**config.mk**
```make
export PLATFORM = sky130hd
export DESIGN_NAME = task_tone_mc
export DESIGN_NICKNAME = d
export VERILOG_FILES = /design/src/rtl/task_tone_mc_pkg.sv /design/src/rtl/task_tone_fifo.sv /design/src/rtl/task_tone_mc.sv
export SDC_FILE = /design/constraint.sdc
export NUM_CORES = 1
export LEC_CHECK = 0
export ABC_AREA = 0
export ABC_CLOCK_PERIOD_IN_PS = 5200
export BUFFER_PORTS_ARGS = -buffer_cell sky130_fd_sc_hd__clkbuf_2
export CAP_MARGIN = 5
export CORE_ASPECT_RATIO = 0.6
export CORE_MARGIN = 3
export CORE_UTILIZATION = 45
export DETAILED_ROUTE_END_ITERATION = 7
export MAX_ROUTING_LAYER = met4
export PLACE_DENSITY = 0.64
export SLEW_MARGIN = 20
export SYNTH_ARGS = -nofsm -noshare
export SYNTH_HDL_FRONTEND = slang
export SYNTH_HIERARCHICAL = 1
export SYNTH_SLANG_ARGS = --single-unit
```
**constraint.sdc**
```tcl
create_clock -name i_clk -period 5.2 [get_ports i_clk]
set_input_delay 0.52 -clock i_clk [delete_from_list [all_inputs] [get_ports i_clk]]
set_output_delay 0.52 -clock i_clk [all_outputs]
set_load 0.01 [all_outputs]
```
**src/rtl/task_tone_mc_pkg.sv**
```systemverilog
// rtl/task_tone_mc_pkg.sv - shared types and constants for the zero-crossing tone counter
// Contents: FSM state enum, answer-word field offsets, empty-packet marker, word packer.
package task_tone_mc_pkg;

    typedef enum logic [1:0] {
        IDLE    = 2'd0,
        COLLECT = 2'd1,
        FLUSH   = 2'd2,
        DRAIN   = 2'd3
    } state_t;

    localparam int CH_LSB  = 24;
    localparam int WIN_LSB = 16;
    localparam int CNT_LSB = 0;

    localparam logic [31:0] EMPTY_MARKER = 32'hFFFF_0000;

    function automatic logic [31:0] pack_word(input logic [7:0] ch,
                                              input logic [7:0] win,
                                              input logic [15:0] cnt);
        return (32'(ch) << CH_LSB) | (32'(win) << WIN_LSB) | (32'(cnt) << CNT_LSB);
    endfunction

endpackage

```
**src/rtl/task_tone_fifo.sv**
```systemverilog
// rtl/task_tone_fifo.sv - synchronous FIFO holding answer words
// Ports: clk, rst_n (async active-low), push/wdata, pop/rdata, full, empty,
//        free (empty slots), count (occupied slots). rdata reads 0 while empty.
module task_tone_fifo #(
    parameter int WIDTH = 32,
    parameter int DEPTH = 8,
    localparam int AW = (DEPTH > 1) ? $clog2(DEPTH) : 1
) (
    input  logic             clk,
    input  logic             rst_n,
    input  logic             push,
    input  logic [WIDTH-1:0] wdata,
    input  logic             pop,
    output logic [WIDTH-1:0] rdata,
    output logic             full,
    output logic             empty,
    output logic [AW:0]      free,
    output logic [AW:0]      count
);

    logic [WIDTH-1:0] mem [DEPTH];
    logic [AW-1:0]    wr_ptr;
    logic [AW-1:0]    rd_ptr;
    logic [AW:0]      used;
    logic             do_push;
    logic             do_pop;

    assign do_push = push && !full;
    assign do_pop  = pop && !empty;

    always_ff @(posedge clk or negedge rst_n) begin
        if (!rst_n) begin
            wr_ptr <= '0;
            rd_ptr <= '0;
            used   <= '0;
        end else begin
            if (do_push) wr_ptr <= (wr_ptr == AW'(DEPTH - 1)) ? '0 : wr_ptr + AW'(1);
            if (do_pop)  rd_ptr <= (rd_ptr == AW'(DEPTH - 1)) ? '0 : rd_ptr + AW'(1);
            if (do_push && !do_pop)      used <= used + (AW+1)'(1);
            else if (!do_push && do_pop) used <= used - (AW+1)'(1);
        end
    end

    always_ff @(posedge clk) begin
        if (do_push) mem[wr_ptr] <= wdata;
    end

    assign full  = (used == (AW+1)'(DEPTH));
    assign empty = (used == '0);
    assign free  = (AW+1)'(DEPTH) - used;
    assign count = used;
    assign rdata = empty ? '0 : mem[rd_ptr];

endmodule

```
**src/rtl/task_tone_mc.sv**
```systemverilog
// rtl/task_tone_mc.sv - per-channel sign-change counter over interleaved byte-serial samples
// Ports: i_clk, i_rst (async active-low); byte input i_tdata_valid/i_tdata/i_tdata_last with
//        o_tready; answer output o_tanswer_ready/o_tanswer_data/o_tanswer_data_last with
//        i_tmanager_ready; o_packet_size_in_bytes = 4 x words queued in the current packet.
// Build option: PARTIAL_FLUSH_EN makes the end of a packet emit partial-window counts.
module task_tone_mc
    import task_tone_mc_pkg::*;
#(
    parameter int SAMPLE_BYTES = 2,
    parameter int NUM_CH       = 4,
    parameter int WINDOW       = 64,
    parameter int OUT_DEPTH    = 8
) (
    input  logic        i_clk,
    input  logic        i_rst,
    input  logic        i_tdata_valid,
    input  logic [7:0]  i_tdata,
    input  logic        i_tdata_last,
    output logic        o_tready,
    input  logic        i_tmanager_ready,
    output logic        o_tanswer_ready,
    output logic [31:0] o_tanswer_data,
    output logic        o_tanswer_data_last,
    output logic [11:0] o_packet_size_in_bytes
);

    localparam int SW     = 8 * SAMPLE_BYTES;
    localparam int CH_W   = (NUM_CH > 1) ? $clog2(NUM_CH) : 1;
    localparam int BYTE_W = (SAMPLE_BYTES > 1) ? $clog2(SAMPLE_BYTES) : 1;
    localparam int FAW    = (OUT_DEPTH > 1) ? $clog2(OUT_DEPTH) : 1;

    state_t            state;
    logic              rst_done;
    logic [SW-1:0]     sample_q;
    logic [SW-1:0]     sample_next;
    logic [BYTE_W-1:0] byte_cnt;
    logic [CH_W-1:0]   ch_idx;
    logic [15:0]       win_cnt;
    logic [7:0]        win_idx;
    logic [NUM_CH-1:0] signs;
    logic [15:0]       cnts [NUM_CH];
    logic [15:0]       snap [NUM_CH];
    logic [7:0]        snap_win;
    logic              emit_active;
    logic [CH_W-1:0]   emit_idx;
    logic [11:0]       size;

    logic              accept, sample_done, new_neg, crossing, win_done;
    logic              emit_push, emit_last, partial_needed, marker_push;
    logic              fifo_push, fifo_pop, fifo_full, fifo_empty;
    logic [31:0]       fifo_wdata;
    logic [FAW:0]      fifo_free, fifo_count;

    // Little-endian assembly: each new byte lands on top and earlier bytes slide down.
    assign sample_next = (sample_q >> 8) | (SW'(i_tdata) << (8 * (SAMPLE_BYTES - 1)));

    always_comb begin
        accept         = i_tdata_valid && o_tready;
        sample_done    = accept && (byte_cnt == BYTE_W'(SAMPLE_BYTES - 1));
        new_neg        = |(sample_next >> (SW - 1));
        // The first sample of a window only loads the sign.
        crossing       = sample_done && (win_cnt != 16'd0) && (signs[ch_idx] != new_neg);
        win_done       = sample_done && (ch_idx == CH_W'(NUM_CH - 1))
                         && (win_cnt == 16'(WINDOW - 1));
        emit_push      = emit_active && !fifo_full;
        emit_last      = emit_push && (emit_idx == CH_W'(NUM_CH - 1));
`ifdef PARTIAL_FLUSH_EN
        partial_needed = (win_cnt != 16'd0) || (ch_idx != '0);
`else
        partial_needed = 1'b0;
`endif
        marker_push    = (state == FLUSH) && !emit_active && !partial_needed
                         && (size == 12'd0) && !fifo_full;
        fifo_push      = emit_push || marker_push;
        fifo_wdata     = emit_push ? pack_word(8'(emit_idx), snap_win, snap[emit_idx])
                                   : EMPTY_MARKER;
        fifo_pop       = !fifo_empty && i_tmanager_ready;
    end

    task_tone_fifo #(.WIDTH(32), .DEPTH(OUT_DEPTH)) u_fifo (
        .clk   (i_clk),
        .rst_n (i_rst),
        .push  (fifo_push),
        .wdata (fifo_wdata),
        .pop   (fifo_pop),
        .rdata (o_tanswer_data),
        .full  (fifo_full),
        .empty (fifo_empty),
        .free  (fifo_free),
        .count (fifo_count)
    );

    always_ff @(posedge i_clk or negedge i_rst) begin
        if (!i_rst) begin
            state       <= IDLE;
            rst_done    <= 1'b0;
            sample_q    <= '0;
            byte_cnt    <= '0;
            ch_idx      <= '0;
            win_cnt     <= '0;
            win_idx     <= '0;
            signs       <= '0;
            snap_win    <= '0;
            emit_active <= 1'b0;
            emit_idx    <= '0;
            size        <= '0;
            for (int i = 0; i < NUM_CH; i++) begin
                cnts[i] <= '0;
                snap[i] <= '0;
            end
        end else begin
            rst_done <= 1'b1;
            if (accept) begin
                sample_q <= sample_next;
                // A last byte drops any half-assembled sample.
                byte_cnt <= (sample_done || i_tdata_last) ? '0 : byte_cnt + BYTE_W'(1);
            end
            if (sample_done) begin
                signs[ch_idx] <= new_neg;
                if (crossing) cnts[ch_idx] <= cnts[ch_idx] + 16'd1;
                if (ch_idx == CH_W'(NUM_CH - 1)) begin
                    ch_idx  <= '0;
                    win_cnt <= win_done ? 16'd0 : win_cnt + 16'd1;
                end else begin
                    ch_idx <= ch_idx + CH_W'(1);
                end
            end
            if (emit_push) begin
                if (emit_last) emit_active <= 1'b0;
                else           emit_idx    <= emit_idx + CH_W'(1);
            end
            // Snapshot includes the crossing found by the window's final sample.
            if (win_done) begin
                for (int i = 0; i < NUM_CH; i++) begin
                    snap[i] <= (CH_W'(i) == ch_idx && crossing) ? cnts[i] + 16'd1 : cnts[i];
                    cnts[i] <= '0;
                end
                snap_win    <= win_idx;
                win_idx     <= win_idx + 8'd1;
                emit_active <= 1'b1;
                emit_idx    <= '0;
            end
            if (fifo_push) size <= size + 12'd4;

            case (state)
                IDLE: if (accept) begin
                    size  <= '0;
                    state <= i_tdata_last ? FLUSH : COLLECT;
                end
                COLLECT: if (accept && i_tdata_last) state <= FLUSH;
                FLUSH: begin
                    // Enter DRAIN on the cycle of the final push so that word is still queued.
                    if (emit_active) begin
                        if (emit_last && !partial_needed) state <= DRAIN;
                    end else if (partial_needed) begin
                        for (int i = 0; i < NUM_CH; i++) begin
                            snap[i] <= cnts[i];
                            cnts[i] <= '0;
                        end
                        snap_win    <= win_idx;
                        emit_active <= 1'b1;
                        emit_idx    <= '0;
                        ch_idx      <= '0;
                        win_cnt     <= '0;
                    end else if (size != 12'd0 || !fifo_full) begin
                        state <= DRAIN;
                    end
                end
                DRAIN: begin
                    byte_cnt <= '0;
                    ch_idx   <= '0;
                    win_cnt  <= '0;
                    win_idx  <= '0;
                    signs    <= '0;
                    for (int i = 0; i < NUM_CH; i++) cnts[i] <= '0;
                    if (fifo_empty || (fifo_pop && fifo_count == (FAW+1)'(1))) state <= IDLE;
                end
                default: state <= IDLE;
            endcase
        end
    end

    assign o_tready = rst_done && (state == IDLE || state == COLLECT)
                      && (fifo_free >= (FAW+1)'(NUM_CH));
    assign o_tanswer_ready        = !fifo_empty;
    assign o_tanswer_data_last    = (state == DRAIN) && (fifo_count == (FAW+1)'(1));
    assign o_packet_size_in_bytes = size;

endmodule

```
==> results of run 1 <==
==> layout make-up <==
type | count | area [sq um]
multi-input cells | 917 | 7453
fillers | 3675 | 21370
flip-flops and latches | 449 | 12520
clock buffers | 51 | 1114
clock inverters | 24 | 276.5
repair buffers | 81 | 539.3
well taps | 579 | 724.4
inverters | 19 | 71.32
==> per-layer routing <==
metal	global-route usage, %	vias to the layer above	wire, um
met2	28.80	349	19880
met3	3.532	51	3161
met4	3.629	0	632
met1	31.10	6278	22450
met5	-	-	0
li1	-	5587	-
==> cell usage in the layout, fill, tap and decap left out, types with 6 or more instances in the layout <==
master	instances
sky130_fd_sc_hd__bufinv_16	6
sky130_fd_sc_hd__and2_1	6
sky130_fd_sc_hd__a211oi_1	37
sky130_fd_sc_hd__a21oi_1	22
sky130_fd_sc_hd__nand2_1	152
sky130_fd_sc_hd__edfxtp_1	256
sky130_fd_sc_hd__mux2i_1	14
sky130_fd_sc_hd__nor2b_1	19
sky130_fd_sc_hd__mux2_1	7
sky130_fd_sc_hd__ha_1	28
sky130_fd_sc_hd__buf_4	27
sky130_fd_sc_hd__nor2_1	102
sky130_fd_sc_hd__dfrtp_1	191
sky130_fd_sc_hd__inv_1	18
sky130_fd_sc_hd__clkbuf_16	41
sky130_fd_sc_hd__clkinv_2	9
sky130_fd_sc_hd__nand4_1	47
sky130_fd_sc_hd__o2bb2ai_1	15
sky130_fd_sc_hd__clkbuf_2	49
sky130_fd_sc_hd__xnor2_1	30
sky130_fd_sc_hd__a31oi_1	6
sky130_fd_sc_hd__xor2_1	76
sky130_fd_sc_hd__nor3_2	7
sky130_fd_sc_hd__a22o_1	32
sky130_fd_sc_hd__o21ai_0	62
sky130_fd_sc_hd__nand2b_1	6
sky130_fd_sc_hd__clkbuf_8	6
sky130_fd_sc_hd__nand3_1	37
sky130_fd_sc_hd__mux4_1	7
sky130_fd_sc_hd__mux4_2	89
sky130_fd_sc_hd__o21ai_1	7
sky130_fd_sc_hd__nor3_1	14
sky130_fd_sc_hd__and3_1	25
sky130_fd_sc_hd__or2_2	13
==> worst min-delay path: cells and delay by family <==
kind / cells / cell delay (ns)
compound gates: 1 / 0.05
buf+inv: 1 / 0.15
simple gates: 1 / 0.08
==> power groups by stage <==
| stage | logic (uW) | registers [uW] | clock network [uW] |
|---|---|---|---|
| global placement | 1740 | 4190 | 0 |
| finish | 1750 | 4110 | 3140 |
| global route | 1900 | 4150 | 3380 |
| CTS | 1770 | 4120 | 3210 |
| detailed placement | 1760 | 4190 | 0 |
| floorplan | 1380 | 4020 | 0 |
==> path summary, 6_finish.rpt <==
kind	from	end	slack [ns]	cells past startpoint
min in group asynchronous	i_rst	o_packet_size_in_bytes[10]	0.45	2
setup reg to reg	state[0]	u_fifo/count[3]	1.30	13
hold / removal	i_tdata[7]	signs[3]	0.30	3
max in group asynchronous	i_rst	snap[60]	3.57	4
setup / recovery	state[0]	u_fifo/count[3]	1.30	13
hold reg to reg	snap_win[5]	snap_win[5]	0.47	2
==> state kept, by name (all words and copies together), names as in the netlist <==
name	count
u_fifo/rd_ptr	3
u_fifo/mem	256
signs	4
u_fifo/wr_ptr	3
ch_idx	2
cnts	64
emit_active	1
byte_cnt	1
rst_done	1
snap_win	8
o_packet_size_in_bytes	10
win_idx	8
win_cnt	16
u_fifo/count	4
emit_idx	2
state	2
snap	64
==> per-stage QoR <==
step / power, uW / setup WS [ns] / utilization, % / hold slack (ns)
after floorplan: 5402 / 0.6707 / - / 0.2244
after global placement: 5923 / 1.418 / 48.21 / 0.4493
after detailed placement: 5952 / 1.333 / 48.26 / 0.4548
after CTS: 9095 / 1.326 / 51.41 / 0.1473
after global routing: 9433 / 0.9839 / 51.51 / 0.3250
final: 8999 / 1.301 / 51.51 / 0.3044
==> results.json, run 1 <==
{
  "final_min_period_over_clock_period_pct": 74.98,
  "worstPathCellList": "inv_1 -> ha_1 -> nor4b_1 -> a31oi_1 -> nor2_1 -> nand2_1 -> inv_2 -> ha_1 -> inv_1 -> ha_1 -> or4_1 -> o211ai_1 -> o211ai_1",
  "result_of_the_run": "finished, final reports clean",
  "cpLargestDelayFamily": "simple AND/OR/NAND/NOR gates",
  "drv.max_cap_violation_count": 0,
  "grt_overflow_total": 0,
  "worst_slew_margin_rel_pct": 23.09,
  "place.port_buffers": 50,
  "die_span_y_um": 171.0,
  "power_frac_clock_pct": 34.9,
  "cts_num_sinks": 449,
  "clock_tree.root_cell": "sky130_fd_sc_hd__clkbuf_16",
  "timing_max_transition_violations_final": 0,
  "initial_core_util_pct": 46.33,
  "critPathSlowestCell": "sky130_fd_sc_hd__nor2_1",
  "diodes": 0,
  "place_inst": 2043,
  "grt_pass1_vias": 12270,
  "grt_setup_unrepaired": "false",
  "synth.cell_area_sq_mm": 0.02042,
  "tightest_slew_ns": 1.154,
  "wire_length_of_the_first_global_routing_pass_um": 73290,
  "stdcell_area_sq_mm": 0.02270,
  "hold_path_class": "input pin to register",
  "final.setup.tns_ns": 0,
  "p_leak_uw": 0.008759,
  "power.switching_fraction_pct": 28.44,
  "pwr-share-seq_pct": 45.7,
  "layoutNonFillerInstCount": 2120,
  "critical_path.max_fanout": 9,
  "postCtsHoldBufs": 0,
  "fin_nets": 1551,
  "setup_viol": 0,
  "cp.arrival_ns": 4.31,
  "design.portCount": 60,
  "worst-path-buf-inv": 3,
  "design.die.area_sq_mm": 0.04805,
  "skew_ns": 0.01453,
  "cts.clk_slew.worst_paths_ns": 0.06,
  "grt_start_max_net_pins": 117,
  "achievable-frequency_ghz": 0.2565,
  "wirelength_per_cell_um": 21.76,
  "antenna_found_initial": 0,
  "number_of_standard_cells_after_synthesis": 1468,
  "combinationalPowerShare_pct": 19.4,
  "drive_gt1_share_pct": 18.17,
  "data_required_time_of_the_worst_path_ns": 5.61,
  "floorplan.rows": 59,
  "cts_repair_resize_count": 0,
  "drtPass1Iterations": 5,
  "gr-usage-all-layers_pct": 20.34,
  "route.antenna.remaining_nets": 0,
  "placement.cell_area_sq_mm": 0.02127,
  "postRouteWirelength_um": 46120,
  "place_congestion": 0.8995,
  "dp_hpwl_um": 28990,
  "syn-mean-instance-area_sq_um": 13.91,
  "synthesis.yosys.warnings": 6,
  "cts.htree.levels": 2,
  "cp-start-kind": "register",
  "vdd.ir_drop.worst_mv": 0.2484,
  "criticalPathCategory": "register to register",
  "placeable_core_region_sq_mm": 0.04407,
  "detail_route.drc_violations": 0,
  "postCtsSetupRepairBufs": 0,
  "chipWidth_um": 281.0,
  "period_minus_slack_ns": 3.899,
  "power.switching_uw": 2559,
  "p_int_uw": 6440,
  "finalHoldViolCount": 0,
  "cts.path.max_buffers": 3,
  "area.growth.synth_to_final_pct": 11.18,
  "tritoncts.num_buffers": 41,
  "vias_after_detailed_routing": 12270,
  "path_common_cell": "sky130_fd_sc_hd__ha_1",
  "p_per_area_mw_per_mm2": 396.4,
  "setup.worst_path.end_class": "register",
  "worstSkewPairLatency_ns": 0.54,
  "cts_tree": "built",
  "detailedRoute.firstIterationViolations": 1011,
  "avgViaCountPerCell": 5.785,
  "max_incr_delay_on_cp_ns": 0.49
}
Power figures use the tool's default switching activity.
==> run 2, diff against run 1 <==
--- a/config.mk
+++ b/config.mk
@@ -6,7 +6,7 @@
 export NUM_CORES = 1
 export LEC_CHECK = 0
 export ABC_AREA = 0
-export ABC_CLOCK_PERIOD_IN_PS = 5200
+export ABC_CLOCK_PERIOD_IN_PS = 3400
 export BUFFER_PORTS_ARGS = -buffer_cell sky130_fd_sc_hd__clkbuf_2
 export CAP_MARGIN = 5
 export CORE_ASPECT_RATIO = 0.6
==> constraint.sdc (replaced) <==
create_clock -name i_clk -period 3.4 [get_ports i_clk]
set_input_delay 0.34 -clock i_clk [delete_from_list [all_inputs] [get_ports i_clk]]
set_output_delay 0.34 -clock i_clk [all_outputs]
set_load 0.01 [all_outputs]
==> run 2 against run 1 <==
Compared with the run above: cell count up 0.85%; register-to-register slack got worse by 1.0 ns; highest routed layer unchanged; die area is the same; critical path type unchanged; combinational power up 55%; core utilization grew 0.64 points; sequential cell count is the same; power rose by 51%; critical path depth is the same.
==> results.json, run 2 (same netlist as run 1, synthesis figures left out) <==
{
  "result_of_the_run": "finished, final reports clean",
  "cts_num_sinks": 449,
  "hold-worst-slack_ns": 0.1151,
  "largest_register": "u_fifo/mem",
  "fill_cells": 3646,
  "most-common-layout-cells": "sky130_fd_sc_hd__edfxtp_1 (256), sky130_fd_sc_hd__dfrtp_1 (190), sky130_fd_sc_hd__nand2_1 (151)",
  "design.portCount": 60,
  "final_min_period_over_clock_period_pct": 91.18,
  "floorplan.rows": 59,
  "placeable_core_region_sq_mm": 0.04407,
  "postRouteWirelength_um": 46370,
  "area.growth.synth_to_final_pct": 12.57,
  "layout_commonest_cell": "sky130_fd_sc_hd__edfxtp_1",
  "route.antenna.remaining_nets": 0,
  "place_ws_ns": 0.1842,
  "vias_after_detailed_routing": 12500,
  "skew_ns": 0.01609,
  "achievable-frequency_ghz": 0.3226,
  "vdd.ir_drop.worst_mv": 0.3547,
  "placement.cell_area_sq_mm": 0.02164,
  "grt_start_max_net_pins": 98,
  "grt_overflow_total": 0,
  "stdcell_area_sq_mm": 0.02298,
  "design.die.area_sq_mm": 0.04805,
  "drive_gt1_share_pct": 18.99,
  "detail_route.drc_violations": 0,
  "postCtsSetupRepairBufs": 0,
  "reg2reg_from": "state[0]",
  "period_minus_slack_ns": 3.100,
  "avgViaCountPerCell": 5.844,
  "gr-usage-all-layers_pct": 20.31,
  "hold_path_class": "input pin to register",
  "tritoncts.num_buffers": 41,
  "cts.clk_slew.worst_paths_ns": 0.07,
  "p_leak_uw": 0.008931,
  "place.port_buffers": 50,
  "timing_max_transition_violations_final": 0,
  "totalPowerFinal_uw": 13600,
  "drv.max_cap_violation_count": 0,
  "initial_core_util_pct": 46.33,
  "dp_hpwl_um": 29470,
  "worst_slew_margin_rel_pct": 30.32,
  "rrSetupSlack_ns": 0.30,
  "tightest_slew_ns": 1.016,
  "final_critical_path_setup_slack_ns": 0.2998,
  "setup.worst_path.end_class": "register",
  "clock_tree.root_cell": "sky130_fd_sc_hd__clkbuf_16",
  "cp-start-kind": "register",
  "data_required_time_of_the_worst_path_ns": 3.82,
  "top_regs": "u_fifo/mem: 256 flops, cnts: 64 flops, snap: 64 flops",
  "hp-start": "i_tdata[7]",
  "fin_nets": 1570,
  "wirelength_per_cell_um": 21.69,
  "detailedRoute.firstIterationViolations": 1087,
  "diodes": 0,
  "p_per_area_mw_per_mm2": 591.9,
  "cp.arrival_ns": 3.52,
  "drtPass1Iterations": 5,
  "wire_length_of_the_first_global_routing_pass_um": 73300,
  "worst_setup_path_startpoint": "state[0]",
  "setup_viol": 0,
  "critical_path.max_fanout": 6,
  "largest_register_ffs": 256,
  "cts.path.max_buffers": 3,
  "finalHoldViolCount": 0,
  "grt_pass1_vias": 12400,
  "die_span_y_um": 171.0,
  "chipWidth_um": 281.0,
  "place_congestion": 0.8653,
  "grt_setup_unrepaired": "false",
  "antenna_found_initial": 0,
  "worstSkewPairLatency_ns": 0.54,
  "cts.htree.levels": 2,
  "cts_tree": "built",
  "criticalPathCategory": "register to register"
}
## run 2: per-layer routing
| metal | global-route usage [%] | wire [um] | up-vias | part of all wire (%) |
|---|---|---|---|---|
| met3 | 4.269 | 3568 | 57 | 7.7 |
| met4 | 3.516 | 639 | 0 | 1.4 |
| met2 | 28.44 | 19970 | 398 | 43 |
| met5 | - | 0 | - | 0 |
| li1 | - | - | 5636 | - |
| met1 | 30.90 | 22200 | 6404 | 48 |
## run 2: what timing repair did
item                       4_1_cts  5_1_grt
setup endpoints to repair        0        7
hold buffers                     1        0
hold endpoints to repair        57        0
gates resized for setup          0        3
## run 2: worst max-delay path: stages, from the launching register on
cell,delay [ns]
sky130_fd_sc_hd__dfrtp_1,0.41
sky130_fd_sc_hd__inv_1,0.14
sky130_fd_sc_hd__ha_1,0.25
sky130_fd_sc_hd__nor4b_4,0.24
sky130_fd_sc_hd__a31oi_1,0.16
sky130_fd_sc_hd__nor2_1,0.18
sky130_fd_sc_hd__nand2_1,0.11
sky130_fd_sc_hd__inv_2,0.06
sky130_fd_sc_hd__ha_1,0.25
sky130_fd_sc_hd__inv_1,0.14
sky130_fd_sc_hd__ha_1,0.36
sky130_fd_sc_hd__or4_1,0.48
sky130_fd_sc_hd__o211ai_1,0.11
sky130_fd_sc_hd__o211ai_1,0.10
## run 2: power by group
group	switching (uW)	leakage [uW]	internal (uW)
Sequential	409	0.00543	5870
Combinational	1500	0.00286	1200
Clock	2010	0.000640	2610
## run 2: path summary, 6_finish.rpt
| kind | end | cells after the start |
|---|---|---|
| hold reg to reg | snap_win[7] | 2 |
| setup / recovery | u_fifo/count[3] | 13 |
| max in group asynchronous | emit_idx[0] | 3 |
| setup reg to reg | u_fifo/count[3] | 13 |
| min in group asynchronous | win_cnt[8] | 2 |
| hold / removal | signs[3] | 3 |
## run 2: metrics by stage
step	cells	util, %	setup TNS [ns]
3_5_place_dp	2063	49.10	0
2_1_floorplan	1469	-	-32.20
6_report	2138	52.15	0
3_3_place_gp	2063	49.10	0
5_1_grt	2138	52.15	0
4_1_cts	2138	52.11	0
## run 2: area by class of cell
class / count / area [sq um] / area share (%)
Multi-Input combinational cell: 917 / 7501 / 32.63
Clock buffer: 55 / 1109 / 4.823
Clock inverter: 19 / 206.4 / 0.8982
Sequential cell: 449 / 12520 / 54.49
Timing Repair Buffer: 100 / 849.6 / 3.696
Tap cell: 579 / 724.4 / 3.152
Inverter: 19 / 71.32 / 0.3103
